<file path="src/rtl/seq_pkg.sv">
// Shared definitions for the serial pattern generator and the sequence-detector benches.
package seq_pkg;

    typedef enum logic [1:0] {
        IDLE = 2'd0,
        SEND = 2'd1,
        GAP  = 2'd2
    } seq_state_t;

    localparam int                   SEQ_PAT_W    = 5;
    localparam logic [SEQ_PAT_W-1:0] SEQ_PATTERN  = 5'b10010;
    localparam logic                 SEQ_IDLE_BIT = 1'b0;

endpackage

</file>
<file path="src/rtl/pattern_shreg.sv">
// Parallel-load shift register, MSB out. Shifting back-fills with the idle level so the
// line settles to IDLE_BIT once the last pattern bit has left.
module pattern_shreg
    import seq_pkg::*;
#(
    parameter int   PAT_W    = SEQ_PAT_W,
    parameter logic IDLE_BIT = SEQ_IDLE_BIT
) (
    input  logic             clk,
    input  logic             rst,
    input  logic             load,
    input  logic             shift,
    input  logic [PAT_W-1:0] load_val,
    output logic             msb
);

    logic [PAT_W-1:0] data;

    always_ff @(posedge clk or posedge rst) begin
        if (rst) begin
            data <= {PAT_W{IDLE_BIT}};
        end else if (load) begin
            data <= load_val;
        end else if (shift) begin
            data <= {data[PAT_W-2:0], IDLE_BIT};
        end
    end

    assign msb = data[PAT_W-1];

endmodule

</file>
<file path="src/rtl/seq_pattern_tx.sv">
// Serial pattern transmitter: sends PATTERN MSB-first for repeat_n+1 frames, with an
// optional idle gap between frames. j comes straight from the shift register flop.
//
//   state | meaning
//   IDLE  | line idle, waiting for start
//   SEND  | pattern bit bit_cnt of frame frame_idx is on the line
//   GAP   | idle cycles between frames, gap_cnt counts down to 0
module seq_pattern_tx
    import seq_pkg::*;
#(
    parameter int               PAT_W    = SEQ_PAT_W,
    parameter logic [PAT_W-1:0] PATTERN  = SEQ_PATTERN,
    parameter int               CNT_W    = 4,
    parameter int               GAP_LEN  = 0,
    parameter logic             IDLE_BIT = SEQ_IDLE_BIT
) (
    input  logic             clk,
    input  logic             rst,
    input  logic             start,
    input  logic [CNT_W-1:0] repeat_n,
    input  logic             abort,
    output logic             j,
    output logic             bit_valid,
    output logic             busy,
    output logic             done,
    output logic [CNT_W-1:0] frame_idx
);

    localparam int BIT_W = $clog2(PAT_W);
    localparam int GAP_W = (GAP_LEN > 1) ? $clog2(GAP_LEN) : 1;

    seq_state_t        state;
    logic [BIT_W-1:0]  bit_cnt;
    logic [GAP_W-1:0]  gap_cnt;
    logic [CNT_W-1:0]  rep;

    logic start_ok, last_bit, more, gap_end;
    logic ld_pat, ld_idle, sh_en;

    assign start_ok = (state == IDLE) && start && !abort;
    assign last_bit = (state == SEND) && (bit_cnt == BIT_W'(PAT_W - 1));
    assign more     = (frame_idx != rep);
    assign gap_end  = (state == GAP) && (gap_cnt == '0);

    // Reload instead of shifting when the next frame follows without a gap.
    assign ld_pat  = start_ok ||
                     (!abort && gap_end) ||
                     (!abort && last_bit && more && (GAP_LEN == 0));
    assign ld_idle = abort && (state != IDLE);
    assign sh_en   = (state == SEND) && !abort && !ld_pat;

    pattern_shreg #(
        .PAT_W    (PAT_W),
        .IDLE_BIT (IDLE_BIT)
    ) u_shreg (
        .clk      (clk),
        .rst      (rst),
        .load     (ld_pat || ld_idle),
        .shift    (sh_en),
        .load_val (ld_idle ? {PAT_W{IDLE_BIT}} : PATTERN),
        .msb      (j)
    );

    always_ff @(posedge clk or posedge rst) begin
        if (rst) begin
            state     <= IDLE;
            bit_cnt   <= '0;
            gap_cnt   <= '0;
            rep       <= '0;
            frame_idx <= '0;
            bit_valid <= 1'b0;
            busy      <= 1'b0;
            done      <= 1'b0;
        end else begin
            done <= 1'b0;
            if (abort && (state != IDLE)) begin
                state     <= IDLE;
                bit_cnt   <= '0;
                frame_idx <= '0;
                bit_valid <= 1'b0;
                busy      <= 1'b0;
            end else begin
                case (state)
                    IDLE: begin
                        if (start_ok) begin
                            state     <= SEND;
                            bit_cnt   <= '0;
                            frame_idx <= '0;
                            rep       <= repeat_n;
                            bit_valid <= 1'b1;
                            busy      <= 1'b1;
                        end
                    end
                    SEND: begin
                        if (!last_bit) begin
                            bit_cnt <= bit_cnt + 1'b1;
                        end else if (!more) begin
                            state     <= IDLE;
                            bit_cnt   <= '0;
                            bit_valid <= 1'b0;
                            busy      <= 1'b0;
                            done      <= 1'b1;
                        end else if (GAP_LEN == 0) begin
                            bit_cnt   <= '0;
                            frame_idx <= frame_idx + 1'b1;
                        end else begin
                            state     <= GAP;
                            bit_cnt   <= '0;
                            gap_cnt   <= GAP_W'(GAP_LEN - 1);
                            bit_valid <= 1'b0;
                        end
                    end
                    GAP: begin
                        if (gap_end) begin
                            state     <= SEND;
                            frame_idx <= frame_idx + 1'b1;
                            bit_valid <= 1'b1;
                        end else begin
                            gap_cnt <= gap_cnt - 1'b1;
                        end
                    end
                    default: state <= IDLE;
                endcase
            end
        end
    end

endmodule

</file>
<file path="config.mk">
export PLATFORM = sky130hd
export DESIGN_NAME = seq_pattern_tx
export DESIGN_NICKNAME = d
export VERILOG_FILES = /design/src/rtl/seq_pkg.sv /design/src/rtl/pattern_shreg.sv /design/src/rtl/seq_pattern_tx.sv
export SDC_FILE = /design/constraint.sdc
export NUM_CORES = 1
export LEC_CHECK = 0
export ABC_AREA = 1
export CELL_PAD_IN_SITES_DETAIL_PLACEMENT = 0
export CELL_PAD_IN_SITES_GLOBAL_PLACEMENT = 1
export CORE_ASPECT_RATIO = 1.1
export CORE_UTILIZATION = 40
export DETAILED_ROUTE_END_ITERATION = 16
export GPL_ROUTABILITY_DRIVEN = 1
export MAX_ROUTING_LAYER = met4
export PLACE_DENSITY_LB_ADDON = 0.1
export SYNTH_ARGS = -nofsm -noshare
export SYNTH_HDL_FRONTEND = slang
export SYNTH_SLANG_ARGS = --single-unit
</file>
<file path="constraint.sdc">
create_clock -name clk -period 1.89 [get_ports clk]
set_input_delay 0.378 -clock clk [delete_from_list [all_inputs] [get_ports clk]]
set_output_delay 0.378 -clock clk [all_outputs]
set_load 0.03 [all_outputs]
</file>
==> results.toml <==
[run_status]
run_status = "finished clean"

[layout]
diodes = 0
design.final.nets = 150
syn2layout_area_growth_pct = 25.2
post_route_cells_drive_above_1_share_pct = 13.8
fin_area_um2 = 1140
number_of_standard_cells_in_the_final_layout_excluding_fillers = 166

[global_route]
busiest_layer = "met2"
grt_start_max_net_pins = 19
met1_usage_pct = 20.8
grt_pass1_vias = 706
grt_remaining_overflow = 0
grt_pass1_wl_um = 2950
global_route.usage.met2_pct = 28.8
groute.usage.overall_pct = 17.7
grt_antenna_before_repair = 0
gr-usage-met3_pct = 2.08

[placement]
dp.cells = 162
gp_congestion = 0.761
placement.cell_area_um2 = 1110
placement.io_buffers = 15
detailed_place_hpwl_um = 1300
placement.setup.worst_slack_ns = 0.0906

[floorplanning]
die_w_um = 47.5
core_um2 = 2080
ioPinCount = 16
initial_cell_density_of_the_core_pct = 43.8
die_h_um = 52.1
fp.dieArea_um2 = 2480
row_count = 17

[sta]
setup_total_negative_slack_ns = 0
slew_viol_final = 0
final.setup_skew_ns = 0.00200
holdWs_ns = 0.402
setup_viol = 0
maxSlewHeadroom_pct = 74.5
min_period_ns = 1.83
worst-slew-pin-transition_ns = 0.382
postLayoutSetupSlackWorst_ns = 0.0612
setup_repair_after_global_routing_missed_its_margin = "no"
fmax_mhz = 547
timing.final.hold_violations = 0
post_route_fraction_of_the_period_consumed_by_the_critical_path_pct = 96.8

[route]
routedWlPerCell_um = 10.5
vias = 799
drt.antenna.violating_nets = 0
remaining_drc_errors = 0
drtIter0Drc = 9
vias_per_cell = 4.81
detail_route.first_pass.iterations = 5
drt-total-wl_um = 1750

[synth]
synth_seq_area_share_pct = 46.6
syn-num-nets = 128
ys_ff_latch = 17
synth.distinct_cells = 21
synth_top_area_share_pct = 46.6
synth_area_leaders = "sky130_fd_sc_hd__dfrtp_1 47%, sky130_fd_sc_hd__nand2_1 15%, sky130_fd_sc_hd__inv_1 5.3%, sky130_fd_sc_hd__ha_1 4.1%, sky130_fd_sc_hd__nand4_1 4.1%"
ys_async_sr_fraction_pct = 100
synthCells = 117
post_synth.cell_area_avg_um2 = 7.80
synth_ff_type = "sky130_fd_sc_hd__dfrtp_1"
ys_warn_count = 0
synth_largest_area_cell = "sky130_fd_sc_hd__dfrtp_1"
synth_edf_count = 0
synthesis.area_um2 = 912

[clock_tree]
clk-insertion-delay-late_ns = 0.29
clock_path_buffers = 2
cts.reportedPaths.clkPinSlew_ns = 0.10
clk_root_buffer_cell = "sky130_fd_sc_hd__clkbuf_4"
cts.sinks = 17
tritoncts = "yes"
cts_buffers = 3
ctsHtreeMaxLevel = 1
cts_post_setup_buffers_inserted = 0

[setup_path]
r2r_start = "frame_idx[1]$_DFFE_PP0P_"
timing.critical_path.max_delay_family = "buffers and inverters"
crit_path_end_kind = "output pin"
reg2reg_to = "state[0]$_DFFE_PP0P_"
path_max_fanout = 6
critical_path.max_stage_delay_ns = 0.71
worst-setup-path-type = "flop to output pin"
r2r_setup_slack_ns = 0.54
cp.required_ns = 1.51
crit_arrival_ns = 1.45
cp-start-kind = "flop"
critical_path.slowest_cell = "sky130_fd_sc_hd__clkdlybuf4s50_1"
crit_buf_inv = 1
critical_path_cell_list = "clkdlybuf4s50_1"
reg2reg_depth = 8

[flow_run]
maxcap_viol_count = 0

[power]
p_leak_uw = 0.000613
vdd_drop_max_v = 0.000404
power-per-cell-area_nw_per_um2 = 769

[worst_hold_path]
hp-class = "primary input to async pin"
worst reg2reg max path: stages (launching register included):
cell and delay [ns]:
sky130_fd_sc_hd__dfrtp_1 0.40, sky130_fd_sc_hd__buf_4 0.16, sky130_fd_sc_hd__nand2_1 0.07, sky130_fd_sc_hd__nand2_2 0.05
sky130_fd_sc_hd__nor2_2 0.12, sky130_fd_sc_hd__nand2_2 0.09, sky130_fd_sc_hd__or2_1 0.25, sky130_fd_sc_hd__nand2_1 0.07
sky130_fd_sc_hd__nand2_1 0.04
report_power, final:
| group | switching [uW] | internal, uW | leakage (uW) | total, uW |
|---|---|---|---|---|
| sequential | 30.9 | 412 | 0.000218 | 442 |
| clock | 115 | 78.6 | 0.0000177 | 193 |
| combinational | 143 | 99.3 | 0.000377 | 242 |
layout by cell type, fill, tap and decap left out, types with 3 or more instances in the layout:
cell	count
sky130_fd_sc_hd__a21oi_1	5
sky130_fd_sc_hd__buf_4	4
sky130_fd_sc_hd__clkbuf_4	3
sky130_fd_sc_hd__clkdlybuf4s50_1	14
sky130_fd_sc_hd__dfrtp_1	17
sky130_fd_sc_hd__ha_1	3
sky130_fd_sc_hd__inv_1	13
sky130_fd_sc_hd__inv_2	4
sky130_fd_sc_hd__nand2_1	37
sky130_fd_sc_hd__nand3_1	4
sky130_fd_sc_hd__nand4_1	6
sky130_fd_sc_hd__nor2_1	10
per-layer routing:
metal	wire length [um]	part of all wire (%)
met1	795	46
met3	31	1.8
met5	0	0
met2	895	51
met4	22	1.3
metrics by stage:
stage	util, %	power (uW)
2_1_floorplan	-	608
3_3_place_gp	53.4	692
3_5_place_dp	53.4	695
4_1_cts	54.7	896
5_1_grt	54.8	943
6_report	54.8	878
registers in the layout (all words and copies together) (netlist names):
signal / flops
bit_cnt: 3
done: 1
frame_idx: 4
rep: 4
state: 1
u_shreg.data: 4
how the worst max path moves through the flow:
stage / from / end / slack, ns / cells after the start
floorplan: frame_idx[1]$_DFFE_PP0P_ / state[0]$_DFFE_PP0P_ / 0.56 / 8
global placement: abort / frame_idx[0]$_DFFE_PP0P_ / 0.11 / 6
global route: state[0]$_DFFE_PP0P_ / busy / 0.007 / 1
finish: state[0]$_DFFE_PP0P_ / bit_valid / 0.06 / 1
detailed placement: abort / frame_idx[0]$_DFFE_PP0P_ / 0.09 / 6
CTS: frame_idx[2]$_DFFE_PP0P_ / frame_idx[2] / 0.01 / 1
what timing repair did:
action,in CTS,in global routing
resized for setup,0,1
hold buffers,0,0
endpoints found under the setup margin,0,1
endpoints found under the hold margin,0,0
Yosys cell counts (2+ instances only):
master	number
sky130_fd_sc_hd__inv_1	13
sky130_fd_sc_hd__dfrtp_1	17
sky130_fd_sc_hd__nand2_1	37
sky130_fd_sc_hd__nand4_1	6
sky130_fd_sc_hd__nor2_1	10
sky130_fd_sc_hd__nand3_1	4
sky130_fd_sc_hd__nand3_2	2
sky130_fd_sc_hd__nor3_1	2
sky130_fd_sc_hd__a21oi_1	5
sky130_fd_sc_hd__nor2_2	2
sky130_fd_sc_hd__o21ai_0	2
sky130_fd_sc_hd__inv_2	4
sky130_fd_sc_hd__nand2_2	2
sky130_fd_sc_hd__buf_4	2
sky130_fd_sc_hd__ha_1	3
final cells by class:
cell class                      count  area (um^2)
Sequential cell                    17          425
Fill cell                         222          942
Clock inverter                      1         5.00
Clock buffer                        3         22.5
Multi-Input combinational cell     81          408
Timing Repair Buffer               19          183
Tap cell                           28         35.0
Inverter                           17         63.8
cells by family after synthesis:
| logic type | after synthesis | share of synthesized area [%] |
|---|---|---|
| buffers and inverters | 19 | 8.64 |
| XOR/XNOR | 1 | 0.960 |
| AND/OR/NAND/NOR | 69 | 35.0 |
| AO/OA/AOI/OAI | 8 | 4.66 |
| adder cells (fa/ha/maj) | 3 | 4.12 |
| flip-flops | 17 | 46.6 |
(Power assumes the default switching activity.)
